$ cat src/rtl/rr_arb4.sv
// 4-requester round-robin arbiter with registered grant index, grant-valid flag,
// and a bounded grant tenure that force-releases with a one-cycle timeout pulse.
module rr_arb4 #(
  parameter int unsigned MAX_HOLD = 8,
  parameter int unsigned CNT_W    = 4
) (
  input  logic       clk,
  input  logic       rst,
  input  logic [3:0] req,
  output logic [1:0] gnt_idx,
  output logic       gnt_vld,
  output logic       tout
);

  typedef enum logic {
    IDLE  = 1'b0,
    GRANT = 1'b1
  } state_t;

  localparam bit HAS_LIMIT = (MAX_HOLD != 0);
  localparam logic [CNT_W-1:0] HOLD_LAST = CNT_W'((MAX_HOLD == 0) ? 0 : MAX_HOLD - 1);

  state_t           state_q, state_d;
  logic [1:0]       ptr_q, ptr_d;
  logic [CNT_W-1:0] hold_cnt, cnt_d;
  logic [1:0]       idx_d;
  logic             vld_d, tout_d;
  logic [1:0]       win, cand;
  logic             found;

  // Registered state and outputs; reset aborts any live grant.
  always_ff @(posedge clk) begin
    if (rst) begin
      state_q  <= IDLE;
      ptr_q    <= 2'b00;
      hold_cnt <= '0;
      gnt_idx  <= 2'b00;
      gnt_vld  <= 1'b0;
      tout     <= 1'b0;
    end else begin
      state_q  <= state_d;
      ptr_q    <= ptr_d;
      hold_cnt <= cnt_d;
      gnt_idx  <= idx_d;
      gnt_vld  <= vld_d;
      tout     <= tout_d;
    end
  end

  // Next-state, winner search and next-output logic.
  always_comb begin
    state_d = state_q;
    ptr_d   = ptr_q;
    cnt_d   = hold_cnt;
    idx_d   = gnt_idx;
    vld_d   = gnt_vld;
    tout_d  = 1'b0;
    win     = ptr_q;
    cand    = ptr_q;
    found   = 1'b0;

    // Scan from the farthest offset down so the closest set bit to ptr wins.
    for (int i = 3; i >= 0; i--) begin
      cand = ptr_q + 2'(i);
      if (req[cand]) begin
        win   = cand;
        found = 1'b1;
      end
    end

    case (state_q)
      IDLE: begin
        vld_d = 1'b0;
        if (found) begin
          state_d = GRANT;
          idx_d   = win;
          vld_d   = 1'b1;
          ptr_d   = win + 2'd1;
          cnt_d   = '0;
        end
      end
      GRANT: begin
        if (!req[gnt_idx]) begin
          state_d = IDLE;
          vld_d   = 1'b0;
        end else if (HAS_LIMIT && (hold_cnt == HOLD_LAST)) begin
          state_d = IDLE;
          vld_d   = 1'b0;
          tout_d  = 1'b1;
        end else begin
          cnt_d = hold_cnt + CNT_W'(1);
        end
      end
      default: begin
        state_d = IDLE;
        vld_d   = 1'b0;
      end
    endcase
  end

endmodule

$ cat config.mk
export PLATFORM = sky130hd
export DESIGN_NAME = rr_arb4
export DESIGN_NICKNAME = d
export VERILOG_FILES = /design/src/rtl/rr_arb4.sv
export SDC_FILE = /design/constraint.sdc
export NUM_CORES = 1
export LEC_CHECK = 0
export BUFFER_PORTS_ARGS = -buffer_cell sky130_fd_sc_hd__buf_2
export CELL_PAD_IN_SITES_DETAIL_PLACEMENT = 1
export CELL_PAD_IN_SITES_GLOBAL_PLACEMENT = 2
export CORE_MARGIN = 5
export CORE_UTILIZATION = 31
export CTS_CLUSTER_DIAMETER = 40
export DETAILED_ROUTE_END_ITERATION = 8
export PLACE_DENSITY = 0.79
export SETUP_SLACK_MARGIN = 0.15
export SYNTH_ARGS = -nofsm -noshare
export SYNTH_HDL_FRONTEND = slang
export SYNTH_SLANG_ARGS = --single-unit
$ cat constraint.sdc
create_clock -name clk -period 4.6 [get_ports clk]
set_clock_uncertainty 0.15 [all_clocks]
set_input_delay 0.92 -clock clk [delete_from_list [all_inputs] [get_ports clk]]
set_output_delay 0.92 -clock clk [all_outputs]
set_load 0.02 [all_outputs]
Yosys cells after proc, flatten, opt, wreduce, memory -nomap -nowiden
Cells that the tools add are included.
{"block": "word_totals", "register_bits": 11, "out_inout_bits": 4}
{"block": "classes", "addsub": 5, "magnitude_cmp": 5, "n_eq_ne": 5, "bitwise": 2, "mux": 30, "reduce_logical": 3}
{"cell": "2-bit by 3-bit less-than comparator with 1-bit output (second input constant)", "n": 5}
{"cell": "1-bit two-way mux", "n": 15}
{"cell": "4-bit two-way mux", "n": 3}
{"cell": "1-bit binary-select mux with 2-bit select", "n": 5}
{"cell": "2-bit two-way mux", "n": 4}
{"cell": "4-bit one-hot mux with 2 select lines", "n": 1}
{"cell": "2-bit by 1-bit adder with 2-bit output (second input constant)", "n": 2}
{"cell": "2-bit adder (second input constant)", "n": 2}
{"cell": "4-bit by 1-bit adder with 4-bit output (second input constant)", "n": 1}
{"cell": "4-bit by 3-bit equality test with 1-bit output (second input constant)", "n": 1}
{"cell": "2-bit inequality test (second input constant)", "n": 2}
{"cell": "1-bit one-hot mux with 2 select lines", "n": 2}
{"cell": "3-bit by 2-bit inequality test with 1-bit output (second input constant)", "n": 1}
{"cell": "3-bit AND reduction", "n": 1}
{"cell": "3-bit OR reduction", "n": 1}
{"cell": "2-bit by 1-bit inequality test with 1-bit output (second input constant)", "n": 1}
{"cell": "1-bit NOT", "n": 2}
{"cell": "2-bit AND reduction", "n": 1}

Logic depth before layout (Yosys ltp)
{"block": "depth", "word_depth": 9, "ltp_mapped": 7, "ltp_nobuf": 6}

Least setup slack after synthesis
No wires, ideal clock.
{"block": "synth_path", "kind": "input to register", "start": "in req[3]", "end": "reg hold_cnt[3]", "arrival_time_ns": 1.964, "required_time_ns": 4.320, "path_stages": 6, "path_buffers": 1, "path_slack_ns": 2.356, "cell_sequence": "mux4_2 and3_4 buf_6 nand4_2 xor2_2 nor3_2"}
{"block": "synth_between", "elab_chain_len": 8}
{"element": "start, declared", "line_no": "9", "source": "input logic [3:0] req,"}
{"element": "1-bit binary-select mux with 2-bit select", "line_no": "65", "source": "if (req[cand]) begin"}
{"element": "1-bit two-way mux (implied by the code)", "line_no": "65"}
{"element": "1-bit two-way mux (4 in a row)", "line_no": "65"}
{"element": "2-bit inequality test (no source line)"}
{"element": "3-bit AND reduction (no source line) *"}
{"element": "end signal, assigned", "line_no": "43", "source": "hold_cnt <= cnt_d;"}
{"element": "end, declared", "line_no": "25", "source": "logic [CNT_W-1:0] hold_cnt, cnt_d;"}
Every way passes the cells marked *; elsewhere a longest branch is shown, timed or not. The select of a mux whose other input is x is not followed.
A chain may end at the register's enable or synchronous reset.

Final worst setup path
{"block": "layout_path", "start": "in req[3]", "end": "reg hold_cnt[0]"}
The elaborated chain is that of the path after synthesis.

==> results.sh <==
export IMPL_fin_cells=97
export IMPL_startpoint="req[3]"
export IMPL_final_max_slew_viol_count=0
export IMPL_routabilityCongestion=0.656
export IMPL_crit_type="in -> reg"
export IMPL_cts_hold_buf=0
export IMPL_setup_slack_ns=2.39
export IMPL_yosysTopAreaCell="dfxtp_1"
export IMPL_post_dp_hpwl_um=901
export IMPL_drt_vias_per_instance=4.68
export IMPL_gr_usage_all_layers_pct=10.8
export IMPL_dp_worst_setup_slack_ns=2.09
export IMPL_yosys_top_cells_area="dfxtp_1 38%, nor2_1 6.4%, mux2i_1 5.1%, a221oi_4 4.5%, mux4_2 3.9%"
export IMPL_die_y_um=53.4
export IMPL_fin_crit_ns=2.21
export IMPL_start_kind="input pin"
export IMPL_p_leak_nw=0.281
export IMPL_grt_max_degree=12
export IMPL_final_common_cell="dfxtp_1"
export IMPL_relSlewSlack_pct=35.5
export IMPL_max_freq_mhz=454
export IMPL_drc=0
export IMPL_outcome="finished clean"
export IMPL_hp_class="reg -> reg"
export IMPL_cts_root_buf="clkbuf_4"
export IMPL_core_area_um2=1760
export IMPL_clk_pin_slew_ns=0.07
export IMPL_clock_latency_ns=0.27
export IMPL_cts_max_path_buffers=2
export IMPL_synth_cells=62
export IMPL_r2r_start="gnt_idx[1]$_SDFFE_PP0P_"
export IMPL_path_common_cell="nor2_1"
export IMPL_drv_cap=0
export IMPL_p_per_area_nw_per_um2=348
export IMPL_slowest_stage="a21oi_1"
export IMPL_drt_first_iter_violations=4
export IMPL_cts_tree="done"
export IMPL_n_antenna_cell=0
export IMPL_cp_max_fo=11
export IMPL_start_util_pct=33.1
export IMPL_synth_top_area_share_pct=37.7
export IMPL_path_cells="buf_2, nor2_1, a21oi_1, nor2_2, mux2i_1, nor2_1"
export IMPL_grt_overflow_total=0
export IMPL_post_drt_wl_per_cell_um=12.1
export IMPL_cts_buffers=3
export IMPL_ant_nets=0
export IMPL_synth_edf_count=0
export IMPL_io_buffers=9
export IMPL_synth_ff_type="dfxtp_1"
export IMPL_ys_seq_area_share_pct=37.7
export IMPL_cpLargestDelayFamily="compound AO/OA/AOI/OAI gates"
export IMPL_crit_buf_inv=1
export IMPL_rows=15
export IMPL_fin_nets=80
export IMPL_first_pass_iters=4
export IMPL_final_setup_tns_ns=0
export IMPL_nFillCells=232
export IMPL_yosys_warnings=0
export IMPL_drive_above_1_share_pct=27.8
export IMPL_htree_levels=1
export IMPL_crit_path_end_kind="flip-flop"
export IMPL_via_count=454
export IMPL_antenna_found_initial=0
export IMPL_worstHoldStart="state_q$_SDFF_PP0_"
export IMPL_dp_cells=93
export IMPL_grt_pass1_vias=484
export IMPL_syn_nets=69
export IMPL_syn_area_um2=584
export IMPL_synth_cell_types=31
export IMPL_setup_violations=0
export IMPL_synthArstFlopShare_pct=0
export IMPL_ff2ff_setup_slack_ns=2.86
export IMPL_cp_required_ns=4.61
export IMPL_worst_slew_pin_slew_ns=0.968
export IMPL_grt_pass1_wl_um=2160
export IMPL_post_cts_resized=0
export IMPL_pin_count=10
export IMPL_die_w_um=53.4
export IMPL_area_delta_synth_final_pct=14.1
export IMPL_cp_slowest_stage_delay_ns=0.75
export IMPL_postCtsSetupBuffers=0
export IMPL_mostFrequentLayoutCells="11 x dfxtp_1, 10 x nor2_1, 9 x buf_2, 4 x a21oi_1, 4 x nand2_1"
export IMPL_die_area_um2=2850
export IMPL_cp_arrival_ns=2.21
export IMPL_cts_num_sinks=11
export IMPL_rsz0062_at_grt="false"
export IMPL_syn_area_per_cell_um2=9.42
export IMPL_period_share_pct=47.9
export IMPL_ir_drop_v=0.000179
export IMPL_synth_seq_cells=11
export IMPL_routed_wl_um=1180
export IMPL_hold_violations=0
==> cells in the mapped netlist (all sizes together) (2+ instances only) <==
library cell,instances
a21oi,4
mux2i,3
dfxtp,11
nor2,11
inv,2
nor3,3
and3,2
a211oi,2
buf,2
nand2b,2
o21ai,2
nand2,4
==> through the flow <==
stage	hold WS, ns	instance area (µm²)	utilization (%)	power [mW]
finish	0.328	667	37.8	0.232
global route	0.358	667	37.8	0.250
CTS	0.338	667	37.8	0.237
detailed placement	0.326	641	36.3	0.170
global placement	0.321	641	36.3	0.170
floorplan	0.287	584	-	0.158
==> sequential cells by signal, summed over array words and instances (netlist names) <==
signal / flops
state_q: 1
tout: 1
hold_cnt: 4
ptr_q: 2
gnt_vld: 1
gnt_idx: 2
==> tightest hold or removal path, delay by kind of cell, from the launching register on <==
| kind | cells | cell delay (ns) |
|---|---|---|
| AND/OR/NAND/NOR | 2 | 0.10 |
| flip-flops | 1 | 0.34 |
==> kinds of logic (layout without fill, tap and decap cells) <==
kind of cell               after synthesis  count (layout)  share of synthesized area [%]
adders and majority gates                1               1                           2.14
DFF                                     11              11                           37.7
buffers and inverters                    5              15                           4.71
xor gates and xnor gates                 2               2                           4.28
muxes                                    4               4                           8.99
AOI/OAI and AO/OA                       11              11                           15.0
and+or+nand+nor                         28              28                           27.2
==> power breakdown <==
part           internal, mW  switching, mW  leakage (nW)
clock                0.0336         0.0314        0.0150
sequential            0.103        0.00947        0.0903
combinational        0.0242         0.0301         0.176
==> final cells by class <==
type | instances | area (µm²) | area share (%)
sequential | 11 | 220 | 33.0
tap | 25 | 31.3 | 4.69
clock buffer | 4 | 26.3 | 3.94
inverter | 2 | 7.51 | 1.13
multi-input combinational | 46 | 337 | 50.5
timing repair buffer | 9 | 45.0 | 6.75
==> layer usage <==
layer  track usage [%]  routed length [µm]  vias to the layer above
met2              16.1                 503                       12
met3              6.20                  70                        2
met1              12.7                 584                      205
met5                 0                   0                        -
met4              3.83                  18                        0
li1                  -                   -                      235
==> worst paths after layout <==
check | to | depth (start not counted)
max reg2reg | hold_cnt[3]$_SDFFE_PP0P_ | 5
min | tout$_SDFF_PP0_ | 2
min reg2reg | tout$_SDFF_PP0_ | 2
max | hold_cnt[0]$_SDFFE_PP0P_ | 6
(Power assumes the default switching activity.)
